===== src/rtl/pawn.sv =====
// ---------------------------------------------------------------------------
// pawn - hardware move generator for a single pawn.
//
// Software programs the board locations and the pawn ID through a small
// Avalon-MM slave, then writes register 0 to start a run. The block copies
// the 64-square input board from memory into a local array and scans it
// for the pawn. It then writes one complete successor board to the output
// area for every legal move. Moves are tried in this order: single push,
// double push, capture toward file-1, capture toward file+1. When the run
// finishes, register 0 holds the number of boards written.
//
// Ports
//   clk, rst_n             clock, asynchronous active-low reset
//   slave_*                control/status slave. Registers:
//                          0 start (write) / count (read)
//                          1 OUT_BASE, 2 PIECE (signed 8b), 3 IN_BASE
//   master_*               board memory master. Byte-per-square addressing.
//                          One read is outstanding at a time.
//                          Write data is the sign-extended square code.
// ---------------------------------------------------------------------------
module pawn #(
    parameter int MAX_MOVES = 4
) (
    input  logic        clk,
    input  logic        rst_n,
    output logic        slave_waitrequest,
    input  logic [3:0]  slave_address,
    input  logic        slave_read,
    output logic [31:0] slave_readdata,
    input  logic        slave_write,
    input  logic [31:0] slave_writedata,
    input  logic        master_waitrequest,
    output logic [31:0] master_address,
    output logic        master_read,
    input  logic [31:0] master_readdata,
    input  logic        master_readdatavalid,
    output logic        master_write,
    output logic [31:0] master_writedata
);

    typedef enum logic [2:0] {
        IDLE, READ_BOARD, FIND, GEN, WRITE_BOARD, DONE
    } state_t;

    // Result of evaluating the current candidate move.
    typedef struct packed {
        logic       ok;
        logic [5:0] tgt;
    } move_t;

    // Candidates are numbered 0..3 in the order they are tried.
    localparam logic [1:0] LAST_CAND = 2'(MAX_MOVES - 1);

    state_t            state, state_nxt;
    logic [31:0]       out_base, in_base;
    logic [7:0]        piece;
    logic [3:0]        count;
    logic [63:0][7:0]  board;
    logic [5:0]        idx;       // square index for read, scan and write
    logic [5:0]        src, tgt;
    logic [1:0]        cand;
    logic              rd_acc;    // read address accepted, waiting for data

    logic              busy, start, reg_we;
    logic              is_pawn, white;
    move_t             mv;
    logic [7:0]        wr_byte;

    logic signed [7:0] delta, tgt_s;
    logic [5:0]        tgt6, mid6;
    logic [7:0]        tsq, mid;
    logic              on_board, home, enemy;

    // Only bits [7:0] of a board word are meaningful.
    logic              unused_rd_bits;
    assign unused_rd_bits = ^master_readdata[31:8];

    // ---------------------------------------------------------------- slave
    assign busy   = (state == READ_BOARD) || (state == FIND) ||
                    (state == GEN) || (state == WRITE_BOARD);
    // An addr-0 access during a run is stalled. The result is then
    // released in DONE, once count is final.
    assign slave_waitrequest = busy && (slave_read || slave_write) &&
                               (slave_address == 4'd0);
    assign start  = !busy && slave_write && (slave_address == 4'd0);
    assign reg_we = !busy && slave_write;

    always_comb begin
        slave_readdata = 32'd0;
        case (slave_address)
            4'd0:    slave_readdata = {28'd0, count};
            4'd1:    slave_readdata = out_base;
            4'd2:    slave_readdata = {{24{piece[7]}}, piece};
            4'd3:    slave_readdata = in_base;
            default: slave_readdata = 32'd0;
        endcase
    end

    // ------------------------------------------------------ move evaluation
    assign is_pawn = (piece != 8'd0) && ($signed(piece) >= -8'sd8) &&
                     ($signed(piece) <= 8'sd8);
    assign white   = !piece[7];

    always_comb begin
        delta = 8'sd0;
        mv    = '0;
        case (cand)
            2'd0:    delta = white ? 8'sd8  : -8'sd8;
            2'd1:    delta = white ? 8'sd16 : -8'sd16;
            2'd2:    delta = white ? 8'sd7  : -8'sd9;   // file-1
            default: delta = white ? 8'sd9  : -8'sd7;   // file+1
        endcase
        // Signed target square. This catches pushes off the first or last rank.
        tgt_s    = $signed({2'b00, src}) + delta;
        on_board = (tgt_s >= 8'sd0) && (tgt_s <= 8'sd63);
        tgt6     = tgt_s[5:0];
        tsq      = board[tgt6];
        // Intermediate square of a double push. Only used from the home
        // rank, so it never leaves the board.
        mid6     = white ? (src + 6'd8) : (src - 6'd8);
        mid      = board[mid6];
        home     = white ? (src[5:3] == 3'd1) : (src[5:3] == 3'd6);
        // An enemy is a non-empty square with the opposite sign. A white
        // pawn captures negatives, a black pawn captures positives.
        enemy    = (tsq != 8'd0) && (tsq[7] == white);
        mv.tgt   = tgt6;
        case (cand)
            2'd0:    mv.ok = on_board && (tsq == 8'd0);
            2'd1:    mv.ok = home && (mid == 8'd0) && (tsq == 8'd0);
            2'd2:    mv.ok = on_board && (src[2:0] != 3'd0) && enemy;
            default: mv.ok = on_board && (src[2:0] != 3'd7) && enemy;
        endcase
    end

    // --------------------------------------------------------------- master
    // The successor is the input board with the source square cleared and
    // the target square set to the pawn.
    assign wr_byte = (idx == src) ? 8'd0 :
                     (idx == tgt) ? piece : board[idx];

    always_comb begin
        master_read      = 1'b0;
        master_write     = 1'b0;
        master_address   = 32'd0;
        master_writedata = 32'd0;
        case (state)
            READ_BOARD: begin
                master_read    = !rd_acc;
                master_address = in_base + {26'd0, idx};
            end
            WRITE_BOARD: begin
                master_write     = 1'b1;
                master_address   = out_base + {22'd0, count, 6'd0} + {26'd0, idx};
                master_writedata = {{24{wr_byte[7]}}, wr_byte};
            end
            default: ;
        endcase
    end

    // ----------------------------------------------------------- next state
    always_comb begin
        state_nxt = state;
        case (state)
            IDLE, DONE:
                state_nxt = start ? READ_BOARD : IDLE;
            READ_BOARD:
                if (rd_acc && master_readdatavalid && (idx == 6'd63))
                    state_nxt = FIND;
            FIND:
                if (!is_pawn)                 state_nxt = DONE;
                else if (board[idx] == piece) state_nxt = GEN;
                else if (idx == 6'd63)        state_nxt = DONE;
            GEN:
                if (mv.ok)                    state_nxt = WRITE_BOARD;
                else if (cand == LAST_CAND)   state_nxt = DONE;
            WRITE_BOARD:
                if (!master_waitrequest && (idx == 6'd63))
                    state_nxt = (cand == LAST_CAND) ? DONE : GEN;
            default:
                state_nxt = IDLE;
        endcase
    end

    // ------------------------------------------------------------- datapath
    always_ff @(posedge clk or negedge rst_n) begin
        if (!rst_n) begin
            state    <= IDLE;
            out_base <= '0;
            in_base  <= '0;
            piece    <= '0;
            count    <= '0;
            board    <= '0;
            idx      <= '0;
            src      <= '0;
            tgt      <= '0;
            cand     <= '0;
            rd_acc   <= 1'b0;
        end else begin
            state <= state_nxt;

            if (reg_we) begin
                case (slave_address)
                    4'd1:    out_base <= slave_writedata;
                    4'd2:    piece    <= slave_writedata[7:0];
                    4'd3:    in_base  <= slave_writedata;
                    default: ;
                endcase
            end

            case (state)
                IDLE, DONE: begin
                    if (start) begin
                        count  <= '0;
                        idx    <= '0;
                        cand   <= '0;
                        rd_acc <= 1'b0;
                    end
                end
                READ_BOARD: begin
                    if (!rd_acc) begin
                        if (!master_waitrequest) rd_acc <= 1'b1;
                    end else if (master_readdatavalid) begin
                        board[idx] <= master_readdata[7:0];
                        idx        <= idx + 6'd1;    // wraps to 0 for FIND
                        rd_acc     <= 1'b0;
                    end
                end
                FIND: begin
                    if (board[idx] == piece) src <= idx;
                    else                     idx <= idx + 6'd1;
                end
                GEN: begin
                    if (mv.ok) begin
                        tgt <= mv.tgt;
                        idx <= '0;
                    end else begin
                        cand <= cand + 2'd1;
                    end
                end
                WRITE_BOARD: begin
                    if (!master_waitrequest) begin
                        idx <= idx + 6'd1;
                        if (idx == 6'd63) begin
                            count <= count + 4'd1;
                            cand  <= cand + 2'd1;
                        end
                    end
                end
                default: ;
            endcase
        end
    end

endmodule


===== config.mk =====
export PLATFORM = sky130hd
export DESIGN_NAME = pawn
export DESIGN_NICKNAME = d
export VERILOG_FILES = /design/src/rtl/pawn.sv
export SDC_FILE = /design/constraint.sdc
export NUM_CORES = 1
export LEC_CHECK = 0
export CAP_MARGIN = 20
export CORE_ASPECT_RATIO = 1.25
export CORE_UTILIZATION = 40
export DETAILED_ROUTE_END_ITERATION = 7
export PLACE_DENSITY = 0.58
export RECOVER_POWER = 25
export SLEW_MARGIN = 20
export SYNTH_ARGS = -nofsm -noshare
export SYNTH_HDL_FRONTEND = slang
export SYNTH_SLANG_ARGS = --single-unit

===== constraint.sdc =====
create_clock -name clk -period 9.3 [get_ports clk]
set_input_delay 1.86 -clock clk [delete_from_list [all_inputs] [get_ports clk]]
set_output_delay 1.86 -clock clk [all_outputs]
set_load 0.005 [all_outputs]

==> impl_results.md, run 1 <==
* Die height at 333 um
* Multi-input gate area at 18600 um^2
* Power Dens Cells at 291 nW/um^2
* Worst Hold Depth at 2
* Crit Path Max Fanout at 39
* Most numerous cell in the Yosys netlist: mux2_2
* Avg WL per Cell at 31.4 um
* Post-synth EDFFs at 0
* Final HPWL DP at 90200 um
* Top-area cell type share of the netlist area at 0.436
* Pre-antenna DRT Iters at 8
* Synthesis Warnings at 0
* Post-route ant nets at 0
* Synth Flop Type: dfrtp_1
* Root Buffer: clkbuf_16
* Yosys cell types at 88
* Post-CTS Setup Repair Bufs at 0
* Final Skew at 0.0358 ns
* Cell Rows at 121
* GR Util All Layers at 0.301
* Mapped cell area at 35100 um^2
* Inserted Diodes at 0
* Number of DRC markers in iteration 0 at 3221
* Hold Fails Final Rpt at 0
* H-tree depth at 3
* Worst setup margin at 1.95 ns
* Min Tclk post-route at 7.35 ns
* Hold Crit Class: reg2reg
* RSZ-0062 raised after global routing: false
* Die width at 267 um
* Crit path launch type: flip-flop
* R2R depth at 17
* Worst Setup End Kind: output pin
* Synth area leaders: dfrtp_1 (44%), mux2_2 (21%), mux4_2 (5.7%), mux2i_1 (2.3%), nor2_1 (2.3%)
* Crit share post-route at 0.791
* Largest net degree at the start of global routing at 177
* Post-synthesis sequential area ratio at 0.436
* Failing checks: max-capacitance violations, max-slew violations
* First-pass GRT wire length at 197000 um
* Placement Setup Slack at 2.64 ns
* WP data arrival at 5.49 ns
* Final slew viol count at 288
* Status: finished with violations
* Critical Path RT at 7.44 ns
* Bufs and invs on worst path at 3
* Post-cts gate resize count at 0
* Antenna violations before repair at 4
* Crit path max-delay family: compound AO/OA/AOI/OAI gates
* Synth Register Bits at 612
* Drt total wl at 134000 um
* Vias in the first global route at 28800
* CP most frequent cell: o21ai_0
* Final nets at 3152
* DRC viols at 0
* Clock buffer depth at 3
* CTS Hold Bufs at 0
* Share of cells above drive strength 1 at 0.306
* CTS clk-pin slew, worst paths at 0.07 ns
* Crit Path Class: reg2out
* Initial Utilization at 0.403
* Area grow syn2layout at 13.7%
* Slowest cell delay on critical path at 0.83 ns
* Fillers at 7875
* Max cap viols at 4
* Die area at 88900 um^2
* Total clock sinks at 612
* Slew margin rel. at -1.68
* Post-synth top cells: mux2_2 (639), dfrtp_1 (612), nor2_1 (215)
* GPL Wtd Cong at 0.995
* Vias per inst at 6.55
* Gr ovfl total at 0
* Vias at 28000
* CTS Buf Count at 69
* IO Pins at 173
* Worst-Margin Slew at 4.01 ns
* TNS Setup at 0 ns
* Area leader, netlist: dfrtp_1
* Synthesized area per cell at 11.7 um^2
* FF/Latch Area at 15300 um^2
* I/O Buffers at 148
* Worst VDD drop at 0.139 mV
* Stages on the worst setup path at 16
* Post-synth ARST share at 1.00
* CP cell instances: ha_1, inv_1, fa_1, nor2b_1, o21ai_0, a21boi_0, o21ai_0, a21boi_0, o21ai_0, a21boi_0, o21ai_0, buf_4, a2111oi_0, xnor2_1, o22ai_1, clkdlybuf4s50_1
* Synthesized Nets at 3102
* Setup violations, final at 0
* CTS tree: done
* Fmax at 136 MHz
* Core area at 87100 um^2
* Post-synthesis cell count at 2994
* Later-pin clock latency in the skew report at 0.67 ns
* Slowest library cell on the worst path: dfrtp_4
* LEAKAGE at 17.4 nW
## cells in the final DEF, fill, tap and decap left out, drive strengths merged, types with 11 or more instances in the layout
| master | count |
|---|---|
| a2111oi | 11 |
| a211oi | 17 |
| a21oi | 63 |
| a221o | 54 |
| a221oi | 46 |
| a22o | 15 |
| a22oi | 52 |
| a31oi | 11 |
| and2 | 11 |
| and3 | 23 |
| buf | 67 |
| clkbuf | 99 |
| clkdlybuf4s50 | 139 |
| clkinv | 17 |
| dfrtp | 612 |
| ha | 30 |
| inv | 39 |
| mux2 | 642 |
| mux2i | 81 |
| mux4 | 93 |
| nand2 | 109 |
| nand3 | 58 |
| nand4 | 36 |
| nor2 | 215 |
| nor2b | 13 |
| nor3 | 54 |
| nor4 | 117 |
| o21ai | 66 |
| o22ai | 43 |
| or4 | 11 |
| xnor2 | 55 |
| xor2 | 30 |
## logic make-up after synthesis
group                    count (synthesis)  share of synthesized area
AO/OA/AOI/OAI                          481                      0.103
flip-flops                             612                      0.436
AND/OR/NAND/NOR                        698                      0.101
XOR/XNOR                                85                     0.0214
buffers and inverters                  268                     0.0361
adder cells (fa/ha/maj)                 34                     0.0130
multiplexers                           816                      0.289
## per-stage QoR
step | instances | instance area (um^2) | utilization | power, mW | hold WS (ns)
after floorplan | 2994 | 35100 | - | 6.61 | 0.469
after global placement | 4141 | 37500 | 0.431 | 8.47 | 0.486
after detailed placement | 4141 | 37500 | 0.431 | 8.54 | 0.495
after CTS | 4266 | 39900 | 0.459 | 11.5 | 0.508
after global routing | 4266 | 39900 | 0.458 | 12.0 | 0.537
final | 4266 | 39900 | 0.458 | 11.6 | 0.510
## registers in the layout, summed over array words and instances, names as in the netlist, 3 cells and up
name	flops
src	6
tgt	6
in_base	32
board	512
idx	6
piece	8
state	3
count	4
out_base	32
## worst paths after layout
check,slack (ns),to,from
max,1.95,master_address[24],idx[0]$_DFFE_PN0P_
min,0.51,tgt[1]$_DFFE_PN0P_,tgt[1]$_DFFE_PN0P_
max reg2reg,3.20,idx[4]$_DFFE_PN0P_,cand[0]$_DFFE_PN0P_
min reg2reg,0.51,tgt[1]$_DFFE_PN0P_,tgt[1]$_DFFE_PN0P_
max in group asynchronous,3.17,in_base[31]$_DFFE_PN0P_,rst_n
min in group asynchronous,2.59,board[465]$_DFFE_PN0P_,rst_n
## per-layer routing
metal  vias to the layer above  wire (um)  share of wire  global-route usage
li1                      11600          -              -                   -
met1                     14300      50100           0.37               0.362
met2                      1620      61700           0.46               0.475
met3                       504      11800          0.089              0.0718
met4                         4      10100          0.075               0.203
met5                         -         23        0.00017                   0
## power by group
group | switching [mW] | internal (mW) | total [mW]
Combinational | 2.92 | 1.94 | 4.86
Sequential | 0.676 | 3.15 | 3.82
Clock | 1.21 | 1.73 | 2.93
Total | 4.80 | 6.82 | 11.6
## tightest hold or removal path: cells and delay by family (launching register included)
family | cells | cell delay, ns
compound gates | 1 | 0.06
flops | 1 | 0.37
simple gates | 1 | 0.05
## area by class of cell
| class | instances | area share |
|---|---|---|
| Multi-Input combinational cell | 2114 | 0.466 |
| Sequential cell | 612 | 0.384 |
| Clock buffer | 95 | 0.0503 |
| Timing Repair Buffer | 210 | 0.0494 |
| Tap cell | 1168 | 0.0366 |
| Clock inverter | 30 | 0.0105 |
| Inverter | 37 | 0.00348 |
No activity file was read; power rests on OpenSTA's default activity.
==> run 2, diff against run 1 <==
==> constraint.sdc (replaced) <==
create_clock -name clk -period 7.1 [get_ports clk]
set_input_delay 1.42 -clock clk [delete_from_list [all_inputs] [get_ports clk]]
set_output_delay 1.42 -clock clk [all_outputs]
set_load 0.005 [all_outputs]
==> run 2 against run 1 <==
Against the previous run: the run still ends with max-capacitance violations, max-slew violations left; combinational power grew 36%; via count hardly changed; clock-buffer cell count decreased by 3; worst setup slack lost 1.3 ns.
==> impl_results.md, run 2 (synthesis gave the netlist of run 1 again) <==
* R2R depth at 15
* Crit Path Max Fanout at 33
* Antenna violations before repair at 2
* Final Skew at 0.0285 ns
* Max cap viols at 2
* Hold Crit Class: reg2reg
* Max reg flops at 512
* Die area at 88900 um^2
* Setup violations, final at 0
* DRC viols at 0
* Later-pin clock latency in the skew report at 0.65 ns
* Hold WS at 0.507 ns
* Failing checks: max-capacitance violations, max-slew violations
* Final HPWL DP at 90900 um
* Root Buffer: clkbuf_16
* Top Registers: board x512, in_base x32, out_base x32
* Worst Hold Depth at 2
* Slowest cell delay on critical path at 0.96 ns
* First-pass GRT wire length at 195000 um
* Cell Rows at 121
* Core area at 87100 um^2
* Slowest library cell on the worst path: nor2b_1
* Drt total wl at 132000 um
* IO Pins at 173
* TNS Setup at 0 ns
* Bufs and invs on worst path at 4
* Post-route ant nets at 0
* Commonest non-fill, non-tap cell in the layout: mux2_2
* Min Tclk post-route at 6.41 ns
* CP most frequent cell: buf_4
* Stages on the worst setup path at 11
* Hold EP: tgt[3]$_DFFE_PN0P_
* Final total power at 15.2 mW
* Total clock sinks at 612
* CTS Buf Count at 68
* Die width at 267 um
* CTS tree: done
* Area grow syn2layout at 13.9%
* Most frequent cells in the layout: mux2_2 (639), dfrtp_1 (608), nor2_1 (213)
* Gr ovfl total at 0
* Die height at 333 um
* Avg WL per Cell at 30.7 um
* Hold Startpoint: tgt[3]$_DFFE_PN0P_
* GR Util All Layers at 0.296
* Power Dens Cells at 381 nW/um^2
* Final slew viol count at 208
* Fmax at 156 MHz
* WP data arrival at 4.99 ns
* Largest net degree at the start of global routing at 177
* Initial Utilization at 0.403
* Post-CTS Setup Repair Bufs at 0
* CTS Hold Bufs at 0
* Post-cts gate resize count at 0
* Slew margin rel. at -1.57
* Hold Fails Final Rpt at 0
* Most flop-heavy register: board
* Crit Path Class: reg2out
* Share of cells above drive strength 1 at 0.311
* RSZ-0062 raised after global routing: false
* GPL Wtd Cong at 0.992
* Crit path launch type: flip-flop
* Crit path max-delay family: buffers and inverters
* Number of DRC markers in iteration 0 at 2960
* Worst VDD drop at 0.220 mV
* Critical Path RT at 5.68 ns
* Crit share post-route at 0.903
* CTS clk-pin slew, worst paths at 0.06 ns
* Critical R2R Launch: cand[0]$_DFFE_PN0P_
* H-tree depth at 3
* CP cell instances: buf_4, nor2b_1, buf_4, a221oi_1, o221ai_1, a2111oi_0, nand4_1, mux2i_1, nor2_2, buf_4, clkdlybuf4s50_1
* Worst-Margin Slew at 3.86 ns
* Clock buffer depth at 3
* Vias in the first global route at 28400
* Vias per inst at 6.51
* Pre-antenna DRT Iters at 5
* LEAKAGE at 17.5 nW
* Flop2flop setup slack at 1.31 ns
* I/O Buffers at 148
* Vias at 27900
* Final nets at 3173
* Worst reg2reg path endpoint: idx[4]$_DFFE_PN0P_
* Status: finished with violations
* Worst Setup End Kind: output pin
-- run 2: changes by cell type in the layout (fill, tap and decap cells not counted), sizes merged --
cell      delta
buf         +24
clkinv       -1
inv          +1
clkinvlp     +1
clkbuf       -5
diode        +2
-- run 2: how the worst max path moves through the flow --
stage | start | to | slack, ns
after floorplan | idx[1]$_DFFE_PN0P_ | master_address[26] | 1.95
after global placement | idx[1]$_DFFE_PN0P_ | master_address[28] | 1.36
after detailed placement | idx[1]$_DFFE_PN0P_ | master_address[28] | 1.39
after CTS | idx[1]$_DFFE_PN0P_ | master_address[28] | 0.70
after global routing | rst_n | src[1]$_DFFE_PN0P_ | 0.19
final | idx[1]$_DFFE_PN0P_ | master_writedata[8] | 0.69
-- run 2: power by group --
part           switching (mW)  total [mW]  internal (mW)  leakage [nW]
Sequential              0.756        4.88           4.12          8.37
Clock                    1.54        3.74           2.19          1.14
Combinational            3.97        6.60           2.63          7.99
-- run 2: tightest hold or removal path, delay by kind of cell (launching register included) --
kind               cells  cell delay (ns)
DFF                    1             0.36
AOI/OAI and AO/OA      1             0.06
and+or+nand+nor        1             0.05
-- run 2: metrics by stage --
stage / setup slack, ns / std cells / area, um^2 / utilization
floorplan: 1.95 / 2994 / 35100 / -
global placement: 1.36 / 4163 / 37700 / 0.433
detailed placement: 1.39 / 4163 / 37700 / 0.433
CTS: 0.695 / 4286 / 40000 / 0.459
global route: 0.194 / 4287 / 40000 / 0.459
finish: 0.687 / 4288 / 40000 / 0.459
-- run 2: final cells by class --
class / count / area (um^2)
Multi-Input combinational cell: 2114 / 18600
Fill cell: 7896 / 47100
Clock inverter: 31 / 369
Timing Repair Buffer: 232 / 2150
Antenna cell: 2 / 5.00
Inverter: 37 / 139
Tap cell: 1168 / 1460
Clock buffer: 92 / 1950
Sequential cell: 612 / 15300
-- run 2: routing by layer --
| layer | vias to the layer above | wire length, um | track usage | share of wire |
|---|---|---|---|---|
| met5 | - | 13 | 0 | 0.000099 |
| met3 | 422 | 10700 | 0.0542 | 0.081 |
| met1 | 14300 | 49500 | 0.360 | 0.38 |
| met4 | 2 | 9450 | 0.194 | 0.072 |
| li1 | 11600 | - | - | - |
| met2 | 1568 | 62100 | 0.481 | 0.47 |
